## src/rtl/hazard_controller.sv

```systemverilog
// Pipeline hazard controller: load-use stalls, post-redirect flushes, external front-end freeze.
// Latency: control outputs are combinational (zero-cycle response); counters visible one cycle later.
// Backpressure: ext_stall_req freezes PC/IF_ID with no bubbles and holds the sequencer state.
module hazard_controller #(
  parameter int LOAD_STALL_CYCLES = 1,
  parameter int FLUSH_CYCLES      = 1,
  parameter int CNT_W             = 16
) (
  input  logic             clk,
  input  logic             reset,
  input  logic [4:0]       id_rs,
  input  logic [4:0]       id_rt,
  input  logic             id_uses_rt,
  input  logic             ex_mem_read,
  input  logic [4:0]       ex_rt,
  input  logic             redirect,
  input  logic             ext_stall_req,
  output logic             pc_write,
  output logic             if_id_enable,
  output logic             if_id_flush,
  output logic             id_ex_flush,
  output logic [1:0]       state,
  output logic [CNT_W-1:0] stall_count,
  output logic [CNT_W-1:0] flush_count
);

  typedef enum logic [1:0] {
    RUN   = 2'd0,
    STALL = 2'd1,
    FLUSH = 2'd2
  } state_t;

  // The first hazard cycle is spent in RUN, so the sequencer covers the remainder.
  localparam logic [3:0] LOAD_INIT  = 4'(LOAD_STALL_CYCLES - 1);
  localparam logic [3:0] FLUSH_INIT = 4'(FLUSH_CYCLES - 1);

  state_t     state_q;
  state_t     state_d;
  logic [3:0] cnt_q;
  logic [3:0] cnt_d;
  logic       load_use;
  logic       stall_inc;
  logic       flush_inc;

  assign load_use = ex_mem_read && (ex_rt != 5'd0) &&
                    ((ex_rt == id_rs) || (id_uses_rt && (ex_rt == id_rt)));

  assign state = state_q;

  // Next-state and control outputs; priority is reset, then freeze, then state behaviour.
  always_comb begin
    state_d      = state_q;
    cnt_d        = cnt_q;
    pc_write     = 1'b1;
    if_id_enable = 1'b1;
    if_id_flush  = 1'b0;
    id_ex_flush  = 1'b0;
    if (reset) begin
      pc_write     = 1'b0;
      if_id_enable = 1'b0;
      state_d      = RUN;
      cnt_d        = 4'd0;
    end else if (ext_stall_req) begin
      pc_write     = 1'b0;
      if_id_enable = 1'b0;
    end else begin
      case (state_q)
        RUN: begin
          if (load_use) begin
            // Redirect is ignored here: the branch stays in ID and is re-evaluated later.
            pc_write     = 1'b0;
            if_id_enable = 1'b0;
            id_ex_flush  = 1'b1;
            if (LOAD_STALL_CYCLES > 1) begin
              state_d = STALL;
              cnt_d   = LOAD_INIT;
            end
          end else if (redirect) begin
            if_id_flush = 1'b1;
            if (FLUSH_CYCLES > 1) begin
              state_d = FLUSH;
              cnt_d   = FLUSH_INIT;
            end
          end
        end
        STALL: begin
          pc_write     = 1'b0;
          if_id_enable = 1'b0;
          id_ex_flush  = 1'b1;
          cnt_d        = cnt_q - 4'd1;
          if (cnt_q <= 4'd1) begin
            state_d = RUN;
            cnt_d   = 4'd0;
          end
        end
        FLUSH: begin
          // ID contents are being discarded, so hazards seen here are meaningless.
          if_id_flush = 1'b1;
          cnt_d       = cnt_q - 4'd1;
          if (cnt_q <= 4'd1) begin
            state_d = RUN;
            cnt_d   = 4'd0;
          end
        end
        default: begin
          state_d = RUN;
          cnt_d   = 4'd0;
        end
      endcase
    end
  end

  assign stall_inc = !reset && !pc_write && (stall_count != {CNT_W{1'b1}});
  assign flush_inc = if_id_flush && (flush_count != {CNT_W{1'b1}});

  // State register and remaining-cycle counter.
  always_ff @(posedge clk) begin
    if (reset) begin
      state_q <= RUN;
      cnt_q   <= 4'd0;
    end else begin
      state_q <= state_d;
      cnt_q   <= cnt_d;
    end
  end

  // Saturating performance counters for stall and flush cycles.
  always_ff @(posedge clk) begin
    if (reset) begin
      stall_count <= '0;
      flush_count <= '0;
    end else begin
      if (stall_inc) stall_count <= stall_count + CNT_W'(1);
      if (flush_inc) flush_count <= flush_count + CNT_W'(1);
    end
  end

endmodule

```

## config.mk

```make
export PLATFORM = sky130hd
export DESIGN_NAME = hazard_controller
export DESIGN_NICKNAME = d
export VERILOG_FILES = /design/src/rtl/hazard_controller.sv
export SDC_FILE = /design/constraint.sdc
export NUM_CORES = 1
export LEC_CHECK = 0
export ABC_AREA = 1
export ABC_CLOCK_PERIOD_IN_PS = 3200
export BUFFER_PORTS_ARGS = -buffer_cell sky130_fd_sc_hd__buf_2
export CAP_MARGIN = 5
export CELL_PAD_IN_SITES_DETAIL_PLACEMENT = 0
export CELL_PAD_IN_SITES_GLOBAL_PLACEMENT = 1
export CORE_ASPECT_RATIO = 0.75
export CORE_UTILIZATION = 38
export DETAILED_ROUTE_END_ITERATION = 8
export PLACE_DENSITY_LB_ADDON = 0.08
export SLEW_MARGIN = 20
export SYNTH_ARGS = -nofsm -noshare
export SYNTH_HDL_FRONTEND = slang
export SYNTH_SLANG_ARGS = --single-unit
```

## constraint.sdc

```tcl
create_clock -name clk -period 3.2 [get_ports clk]
set_input_delay 0.16 -clock clk [delete_from_list [all_inputs] [get_ports clk]]
set_output_delay 0.16 -clock clk [all_outputs]
set_load 0.005 [all_outputs]
```

==> out/qor.tcl <==
set qor(run_status) {finished, final reports clean}
set qor(cts-hold-fix-buffers) 0
set qor(critPathMaxFanout) 16
set qor(clkLatencyLatePin_ns) 0.28
set qor(seq_area_frac_synth) 0.297
set qor(tritoncts_clock_tree) {done}
set qor(finalSetupViolCount) 0
set qor(globalRouteTotalUtil) 0.196
set qor(detailed_place_hpwl_um) 4010
set qor(timing.final.hold_violations) 0
set qor(cp_cell_sequence) {ha_1, nor3b_2, nand3_2, o21ai_1, inv_1, nand2_4, inv_2, nand2_1, a21oi_1}
set qor(floorplan.io_pins) 59
set qor(drtPass1Iterations) 4
set qor(powerDensity_nw_per_um2) 357
set qor(global_route.overflow_total) 0
set qor(post_cts.resized_instances) 0
set qor(layout_cells_sized_above_1) 0.186
set qor(finalSetupTns_ns) 0
set qor(route.antenna.remaining_nets) 0
set qor(fp.coreArea_um2) 5410
set qor(syn-instance-count) 343
set qor(cts_max_path_buffers) 2
set qor(cts.reportedPaths.clkPinSlew_ns) 0.07
set qor(synth_seq_cells) 32
set qor(final_period_minus_worst_setup_slack_ns) 2.01
set qor(synth_ff_type) {dfxtp_1}
set qor(total_leakage_power_nw) 1.22
set qor(report.power.total_w) 0.000921
set qor(timing.critical_path.buf_inv) 2
set qor(path_class) {flop to flop}
set qor(startpoint_type) {flop}
set qor(crit_path_top_delay_cell) {dfxtp_1}
set qor(critical-path-max-stage-delay_ns) 0.43
set qor(h-tree-depth) 2
set qor(period_share) 0.630
set qor(stdcell_count) 472
set qor(layout.cell_area.non_filler_um2) 2580
set qor(worstSetupEndpointType) {flop}
set qor(top_area_cells_in_the_synthesized_netlist) {dfxtp_1 30%, nand2_1 18%, inv_1 7.3%}
set qor(placed_cells) 464
set qor(via_count_of_the_first_global_routing_pass) 1886
set qor(die-height_um) 67.2
set qor(routabilityCongestion) 0.828
set qor(crit_family) {simple AND/OR/NAND/NOR gates}
set qor(wl_um) 5500
set qor(port_buffers) 56
set qor(synth_edf_count) 0
set qor(worst_ep_required_time_ns) 3.35
set qor(syn2layout_area_growth_pct) 19.7
set qor(synth.lib_cells_used.distinct) 29
set qor(min-delay-path-class) {input port to flop}
set qor(initial_antenna_violation_count) 0
set qor(slew_worst_pin_ns) 0.577
set qor(die_area_um2) 5980
set qor(synth_area_um2) 2150
set qor(grt_first_pass_wirelength_um) 9100
set qor(vias) 2255
set qor(timing.slew.headroom) 0.615
set qor(detail_route.iter0.violations) 167
set qor(avgSynthCellArea_um2) 6.28
set qor(share_of_the_synthesized_area_in_the_top_cell_type) 0.297
set qor(highest_ir_drop_seen_on_vdd_v) 0.000169
set qor(timing.max_cap.violations) 0
set qor(synth.yosys.warnings) 0
set qor(cts_sinks) 32
set qor(drc) 0
set qor(avgRoutedWirePerCell_um) 11.7
set qor(synth-async-reset-ratio) 0
set qor(grt_setup_unrepaired) {no}
set qor(final-max-slew-violation-count) 0
set qor(cts_inserted_buffers) 5
set qor(diodes) 0
set qor(std_cell_rows) 23
set qor(final_stage_net_count) 419
set qor(initial_util) 0.398
set qor(grt_start_max_net_pins) 30
set qor(yosys.area.top_type) {dfxtp_1}
set qor(die_w_um) 88.9
set qor(fmaxAchievable_mhz) 496
set qor(via_density_per_instance) 4.78
set qor(cts_root_buf) {clkbuf_8}
set qor(clock_skew_ns) 0.00724
set qor(postPlaceCellArea_um2) 2450
set qor(worst-endpoint-arrival_ns) 2.16
set qor(post_cts_setup_buffers) 0
[state kept, by name (all words and copies together), names as in the netlist]
name / count
stall_count: 16
flush_count: 16
[layout by cell type (no fill, tap or decap)]
cell type  Yosys  routed
nand3_1       18      18
buf_4          3       2
nand2_2        2       2
nor4_1         1       1
nand3b_1       2       2
nand3_2        1       1
and3_1         1       1
nand2_1      106     106
nor2_1        35      35
bufinv_16      0       1
inv_2          2       2
conb_1         1       2
o21ai_1        1       1
xor2_1        14      14
nor3b_2        1       1
nor3_1         9       9
o21bai_1       2       2
buf_2          2      56
nand4_2        1       1
ha_1           2       2
nand2_4        1       1
xnor2_1        8       8
clkbuf_8       0       7
nand4_1       18      18
o21ai_0        2       2
a21oi_1       28      28
dfxtp_1       32      32
inv_1         42      42
[power breakdown]
| part | switching [W] | internal [W] | total (W) | leakage, nW |
|---|---|---|---|---|
| logic | 0.0000538 | 0.0000297 | 0.0000835 | 0.893 |
| clock network | 0.000157 | 0.000275 | 0.000432 | 0.0645 |
| registers | 0.00000437 | 0.000402 | 0.000406 | 0.258 |
[per-stage QoR]
step	utilization	setup slack (ns)	hold WS [ns]
2_1_floorplan	-	1.52	0.361
3_3_place_gp	0.454	1.18	0.485
3_5_place_dp	0.454	1.17	0.491
4_1_cts	0.477	1.16	0.288
5_1_grt	0.477	0.919	0.316
6_report	0.477	1.19	0.300
[layout make-up]
cell class,instances,area (um2)
inverters,44,165
fillers,639,2830
clock buffers,7,96.3
multi-input cells,255,1260
well taps,75,93.8
clock inverters,1,30.0
flip-flops and latches,32,641
repair buffers,58,295
[cells in the mapped netlist, types with 3 or more instances]
cell type / n
xor2_1: 14
nand2_1: 106
nand3_1: 18
nand4_1: 18
inv_1: 42
xnor2_1: 8
nor2_1: 35
nor3_1: 9
a21oi_1: 28
dfxtp_1: 32
clkbuf_1: 5
buf_4: 3
[worst paths after layout]
kind	slack, ns	start	end	cells past startpoint
worst max-delay path	1.19	stall_count[0]	stall_count[3]	9
worst min-delay path	0.30	ext_stall_req	stall_count[12]	5
worst max register to register	1.19	stall_count[0]	stall_count[3]	9
worst min register to register	0.50	flush_count[15]	flush_count[15]	2
[tightest hold or removal path: cells and delay by family]
family          cells  cell delay (ns)
compound gates      1             0.07
buf+inv             2             0.13
simple gates        2             0.19
[per-layer routing]
layer  vias to the layer above  track usage  wire length (um)
li1                       1192            -                 -
met5                         -            0                 0
met1                       995        0.307              2980
met4                         0       0.0417                22
met2                        64        0.271              2130
met3                         4       0.0403               367
[cells by family (layout without fill, tap and decap cells)]
group,Yosys count,in the layout,share of synthesized area
other cells,1,2,0.00174
xor+xnor,22,22,0.0894
buf+inv,57,110,0.120
flops,32,32,0.297
fa+ha+maj,2,2,0.0116
compound gates,33,33,0.0790
simple gates,196,196,0.401
No activity file was read; power rests on OpenSTA's default activity.
